**src/rtl/ps2_host_tx.sv**
```systemverilog
// PS/2 host-to-device transmitter: inhibit the clock, request-to-send, clock one byte out, take the ACK.
// Define PS2_TX_ACK_CHECK_EN to report a device NACK through oErr instead of completing normally.
module ps2_host_tx #(
  parameter int INHIBIT_CYCLES = 2500,
  parameter int REQ_CYCLES     = 25,
  parameter int TIMEOUT_CYCLES = 375000
) (
  input  logic       clk,
  input  logic       reset_n,
  input  logic [7:0] iData,
  input  logic       iSend,
  output logic       oBusy,
  output logic       oDone,
  output logic       oErr,
  input  logic       iPS2_CLK,
  input  logic       iPS2_DAT,
  output logic       oPS2_CLK_OE,
  output logic       oPS2_DAT_OE
);

  localparam int MAX_A      = (INHIBIT_CYCLES > REQ_CYCLES) ? INHIBIT_CYCLES : REQ_CYCLES;
  localparam int MAX_CYCLES = (MAX_A > TIMEOUT_CYCLES) ? MAX_A : TIMEOUT_CYCLES;
  localparam int TW         = $clog2(MAX_CYCLES + 1);

  typedef enum logic [2:0] {IDLE, INHIBIT, REQ, SEND, ACK, WAIT_IDLE} stateT;

  stateT         state, stateNxt;
  logic [TW-1:0] timer, timerNxt;
  logic [3:0]    count, countNxt;
  logic [9:0]    frame, frameNxt;
  logic          doneNxt, errNxt, clkOeNxt, datOeNxt;
  logic          clkS1, clkS2, clkPrev, datS1, datS2, fall;

  // Pin synchronisers; the registered fall strobe lands three edges after the pin settles.
  always_ff @(posedge clk) begin
    if (!reset_n) begin
      clkS1   <= 1'b1;
      clkS2   <= 1'b1;
      clkPrev <= 1'b1;
      datS1   <= 1'b1;
      datS2   <= 1'b1;
      fall    <= 1'b0;
    end else begin
      clkS1   <= iPS2_CLK;
      clkS2   <= clkS1;
      clkPrev <= clkS2;
      datS1   <= iPS2_DAT;
      datS2   <= datS1;
      fall    <= clkPrev & ~clkS2;
    end
  end

  // One timer serves the inhibit hold, the request overlap and the transfer watchdog.
  always_comb begin
    stateNxt = state;
    timerNxt = timer;
    countNxt = count;
    frameNxt = frame;
    doneNxt  = 1'b0;
    errNxt   = 1'b0;
    case (state)
      IDLE: begin
        if (iSend) begin
          frameNxt = {~^iData, iData, 1'b0};
          timerNxt = '0;
          countNxt = '0;
          stateNxt = INHIBIT;
        end
      end
      INHIBIT: begin
        if (timer == TW'(INHIBIT_CYCLES - 1)) begin
          timerNxt = '0;
          stateNxt = REQ;
        end else begin
          timerNxt = timer + 1'b1;
        end
      end
      REQ: begin
        if (timer == TW'(REQ_CYCLES - 1)) begin
          timerNxt = '0;
          stateNxt = SEND;
        end else begin
          timerNxt = timer + 1'b1;
        end
      end
      SEND, ACK, WAIT_IDLE: begin
        timerNxt = timer + 1'b1;
        if (timer == TW'(TIMEOUT_CYCLES - 1)) begin
          errNxt   = 1'b1;
          stateNxt = IDLE;
        end else if (state == SEND) begin
          if (fall) begin
            countNxt = count + 4'd1;
            if (count == 4'd9) stateNxt = ACK;
          end
        end else if (state == ACK) begin
          if (fall) begin
            countNxt = count + 4'd1;
`ifdef PS2_TX_ACK_CHECK_EN
            if (datS2) begin
              errNxt   = 1'b1;
              stateNxt = IDLE;
            end else begin
              stateNxt = WAIT_IDLE;
            end
`else
            stateNxt = WAIT_IDLE;
`endif
          end
        end else if (clkS2 && datS2) begin
          doneNxt  = 1'b1;
          stateNxt = IDLE;
        end
      end
      default: stateNxt = IDLE;
    endcase
  end

  // Line drives follow the next state so they change on the same edge as the FSM; a 1 bit is a release.
  always_comb begin
    clkOeNxt = (stateNxt == INHIBIT) || (stateNxt == REQ);
    datOeNxt = (stateNxt == REQ) ||
               ((stateNxt == SEND) && (countNxt < 4'd10) && !frameNxt[countNxt]);
  end

  always_ff @(posedge clk) begin
    if (!reset_n) begin
      state       <= IDLE;
      timer       <= '0;
      count       <= '0;
      frame       <= '0;
      oBusy       <= 1'b0;
      oDone       <= 1'b0;
      oErr        <= 1'b0;
      oPS2_CLK_OE <= 1'b0;
      oPS2_DAT_OE <= 1'b0;
    end else begin
      state       <= stateNxt;
      timer       <= timerNxt;
      count       <= countNxt;
      frame       <= frameNxt;
      oBusy       <= (stateNxt != IDLE);
      oDone       <= doneNxt;
      oErr        <= errNxt;
      oPS2_CLK_OE <= clkOeNxt;
      oPS2_DAT_OE <= datOeNxt;
    end
  end

endmodule

```
**config.mk**
```make
export PLATFORM = sky130hd
export DESIGN_NAME = ps2_host_tx
export DESIGN_NICKNAME = d
export VERILOG_FILES = /design/src/rtl/ps2_host_tx.sv
export SDC_FILE = /design/constraint.sdc
export NUM_CORES = 1
export LEC_CHECK = 0
export ABC_AREA = 1
export CORE_UTILIZATION = 38
export DETAILED_ROUTE_END_ITERATION = 16
export HOLD_SLACK_MARGIN = 0.1
export RECOVER_POWER = 100
export SYNTH_ARGS = -nofsm -noshare
export SYNTH_HDL_FRONTEND = slang
export SYNTH_SLANG_ARGS = --single-unit
```
**constraint.sdc**
```tcl
create_clock -name clk -period 2.5 [get_ports clk]
set_clock_uncertainty 0.1 [all_clocks]
set_input_delay 0.75 -clock clk [delete_from_list [all_inputs] [get_ports clk]]
set_output_delay 0.75 -clock clk [all_outputs]
set_load 0.05 [all_outputs]
```
==> metrics.md <==
| Metric | Value |
|---|---|
| Clk pin slew, worst setup/hold paths | `roughly 0.090 ns` |
| Max Freq | `0.429 GHz` |
| Post-synthesis mux area share | `between 1.5 and 2%` |
| # fillers | `between 700 and 800` |
| R2R depth | `8` |
| PD cells | `492 mW/mm2` |
| Placer Congestion | `0.885` |
| Xor/xnor share of the synthesized area | `between 2 and 2.5%` |
| Setup repair bufs after CTS | `0` |
| DRT antenna net count | `0` |
| Unrepaired setup endpoints after global routing | `false` |
| Global-route wire length before repair | `roughly 10000 um` |
| Compound-Gate Fraction of Synth Area | `about 8.4%` |
| LEAKAGE | `approximately 1.4 nW` |
| Antenna diode count | `0` |
| Synth cell types | `38` |
| Final worst path period need | `about 2.3 ns` |
| Flop pwr share | `50.3%` |
| Internal power | `about 1.2 mW` |
| Max-slew headroom | `a little over three fifths` |
| Multi-input gate area | `around 0.0014 mm2` |
| Crit-path cells | `dlygate4sd3_1` |
| Syn Nets | `around 410` |
| Die area | `around 0.0074 mm2` |
| Tcrit/Tclk final | `93.3%` |
| CP Data Required Time | `between 1.5 and 2 ns` |
| Syn avg cell area | `between 6 and 7 um2` |
| FF+latch area | `941 um2` |
| Slowest stage delay, CP | `0.86 ns` |
| Commonest non-fill, non-tap cell in the layout | `nand2_1` |
| TritonCTS Buffers | `5` |
| Post-Synth Adder-Cell Area | `around 1.9%` |
| Dpl hpwl | `~4700 um` |
| Min-delay worst type | `reg -> reg` |
| Initial Util | `39.2%` |
| CTS tree | `done` |
| Die Span Y | `between 80 and 90 um` |
| Layout net count | `approximately 450` |
| Min Hold Slack | `between 0.3 and 0.4 ns` |
| Initial antenna violation count | `0` |
| Clk network pwr share | `37.0%` |
| Via count | `approximately 2500` |
| Post-layout util | `between 40 and 50%` |
| VDD IR max | `between 0.2 and 0.25 mV` |
| Crit end category | `output port` |
| Seq/Total Area, Yosys | `between 30% and 40%` |
| Largest family of logic cells by synthesized area | `simple AND/OR/NAND/NOR gates` |
| Final Hold Fails | `0` |
| Critical path depth | `1` |
| Hold Crit Depth | `2` |
| Synth Area in Simple Gates | `39.7%` |
| DR pass1 iterations | `5` |
| Htree depth | `2` |
| Sw power | `slightly below 0.4 mW` |
| Clock root cell | `clkbuf_8` |
| Final-report setup violation count | `0` |
| # DRC | `0` |
| # resized after CTS | `0` |
| Vias in the first global route | `between 2000 and 2500` |
| Area Growth Syn to Fin | `18.0%` |
| Crit Path Max Fanout | `1` |
| Crit path DAT | `approximately 1.5 ns` |
| Critical Setup Path Class | `reg -> out` |
| Syn Inst Count | `about 400` |
| Largest net degree at the start of global routing | `17` |
| Starting DRT DRC Count | `between 100 and 150` |
| Worst-skew pair later-pin latency | `0.30 ns` |
| Worst setup SP type | `flop` |
| Rows | `30` |
| Core Area | `between 0.006 and 0.007 mm2` |
| Vias per std cell | `about 4.7` |
| Die Span X | `around 86 um` |
| # IOs | `18` |
| Most frequent cells in the layout | `nand2_1 (79), inv_1 (65), nor2_1 (50)` |
| Slew Viols, Final | `0` |
| Clock Sinks | `47` |
| Status | `complete, no violations` |
| Share of layout cells above drive strength 1 | `13.2%` |
| Clock Tree Buf Depth | `2` |
| Routed len/inst | `11.4 um` |
| Yosys warns | `0` |
| Synthesis-stage register bit count | `47` |
| Cell family with most CP delay | `buffers and inverters` |
| Grt ovf | `0` |
| Power share of the combinational group | `approximately an eighth` |
| Sw Share | `between 20% and 30%` |
| Worst Path Buf+Inv | `1` |
| Worst-Margin Slew | `~0.56 ns` |
| Port bufs | `17` |
| Synth Cell Area | `0.00267 mm2` |
| Max Cap Viol | `0` |
| Slowest stage cell, crit path | `dlygate4sd3_1` |
| Final WL | `between 6000 and 7000 um` |
| GRT Util Overall | `approximately 18%` |
| Hold_buf cts | `0` |
-- area by class of cell --
class / count / area share (%)
multi-input combinational: 273 / 45.2
sequential: 47 / 29.9
timing repair buffer: 33 / 8.75
inverter: 72 / 8.59
tap: 96 / 3.82
clock buffer: 5 / 2.19
clock inverter: 3 / 1.51
-- kinds of logic (layout without fill, tap and decap cells) --
group / count (synthesis) / count (layout)
buffers and inverters: 76 / 113
and+or+nand+nor: 220 / 220
muxes: 4 / 4
DFF: 47 / 47
xor gates and xnor gates: 7 / 7
AOI/OAI and AO/OA: 38 / 38
adders and majority gates: 4 / 4
-- routing by layer --
layer | wire length (um) | vias to the layer above | GRT usage, %
met5 | 0 | - | 0
met3 | 246 | 4 | 2.98
met4 | 61 | 0 | 4.85
li1 | - | 1332 | -
met2 | 2530 | 60 | 26.0
met1 | 3200 | 1103 | 26.1
-- through the flow --
step | TNS, ns | cells | power, mW | cell area (um2) | setup slack [ns]
CTS | 0 | 529 | 1.59 | 3170 | 0.218
global placement | -0.0473 | 521 | 0.996 | 3050 | -0.0473
floorplan | 0 | 396 | 0.925 | 2670 | 0.577
finish | 0 | 529 | 1.55 | 3150 | 0.168
global route | 0 | 529 | 1.62 | 3150 | 0.0724
detailed placement | -0.0322 | 521 | 0.998 | 3050 | -0.0322
-- cell usage after synthesis, drive strengths merged --
library cell	n	area [um2]
a22oi	1	7.51
or3	1	6.26
buf	2	16.3
o31ai	1	7.51
xor2	3	26.3
nand3b	1	7.51
nor2	57	244
ha	4	50.1
xnor2	4	35.0
nand4	8	50.1
clkinv	1	3.75
or2	11	68.8
nor3	14	80.1
o21ai	20	108
a21oi	7	35.0
nor4	3	25.0
o211ai	6	45.0
inv	71	267
a31oi	2	12.5
nand3	39	223
mux2i	4	40.0
dfxtp	47	941
clkbuf	2	7.51
nand2	86	353
o21a	1	7.51
-- registers in the layout (all words and copies together), names as in the netlist --
| signal | flops |
|---|---|
| timer | 19 |
| datS2 | 1 |
| oPS2_CLK_OE | 1 |
| oErr | 1 |
| oPS2_DAT_OE | 1 |
| clkS1 | 1 |
| state | 3 |
| datS1 | 1 |
| clkS2 | 1 |
| fall | 1 |
| oBusy | 1 |
| oDone | 1 |
| clkPrev | 1 |
| count | 4 |
| frame | 10 |
-- path summary, 6_finish.rpt --
path | slack (ns) | end | start
setup / recovery | 0.17 | oPS2_CLK_OE | oPS2_CLK_OE$_SDFF_PN0_
hold / removal | 0.31 | fall$_SDFF_PN0_ | clkPrev$_SDFF_PN1_
setup reg to reg | 0.33 | timer[0]$_SDFFE_PN0P_ | timer[4]$_SDFFE_PN0P_
hold reg to reg | 0.31 | fall$_SDFF_PN0_ | clkPrev$_SDFF_PN1_
-- power by group through the flow --
| stage | combinational (mW) | clock [mW] | sequential (mW) |
|---|---|---|---|
| floorplan | 0.121 | 0 | 0.804 |
| global placement | 0.201 | 0 | 0.796 |
| detailed placement | 0.202 | 0 | 0.796 |
| CTS | 0.204 | 0.603 | 0.779 |
| global route | 0.218 | 0.625 | 0.781 |
| finish | 0.196 | 0.572 | 0.778 |
Note: power is estimated with default switching activity, not from simulation.
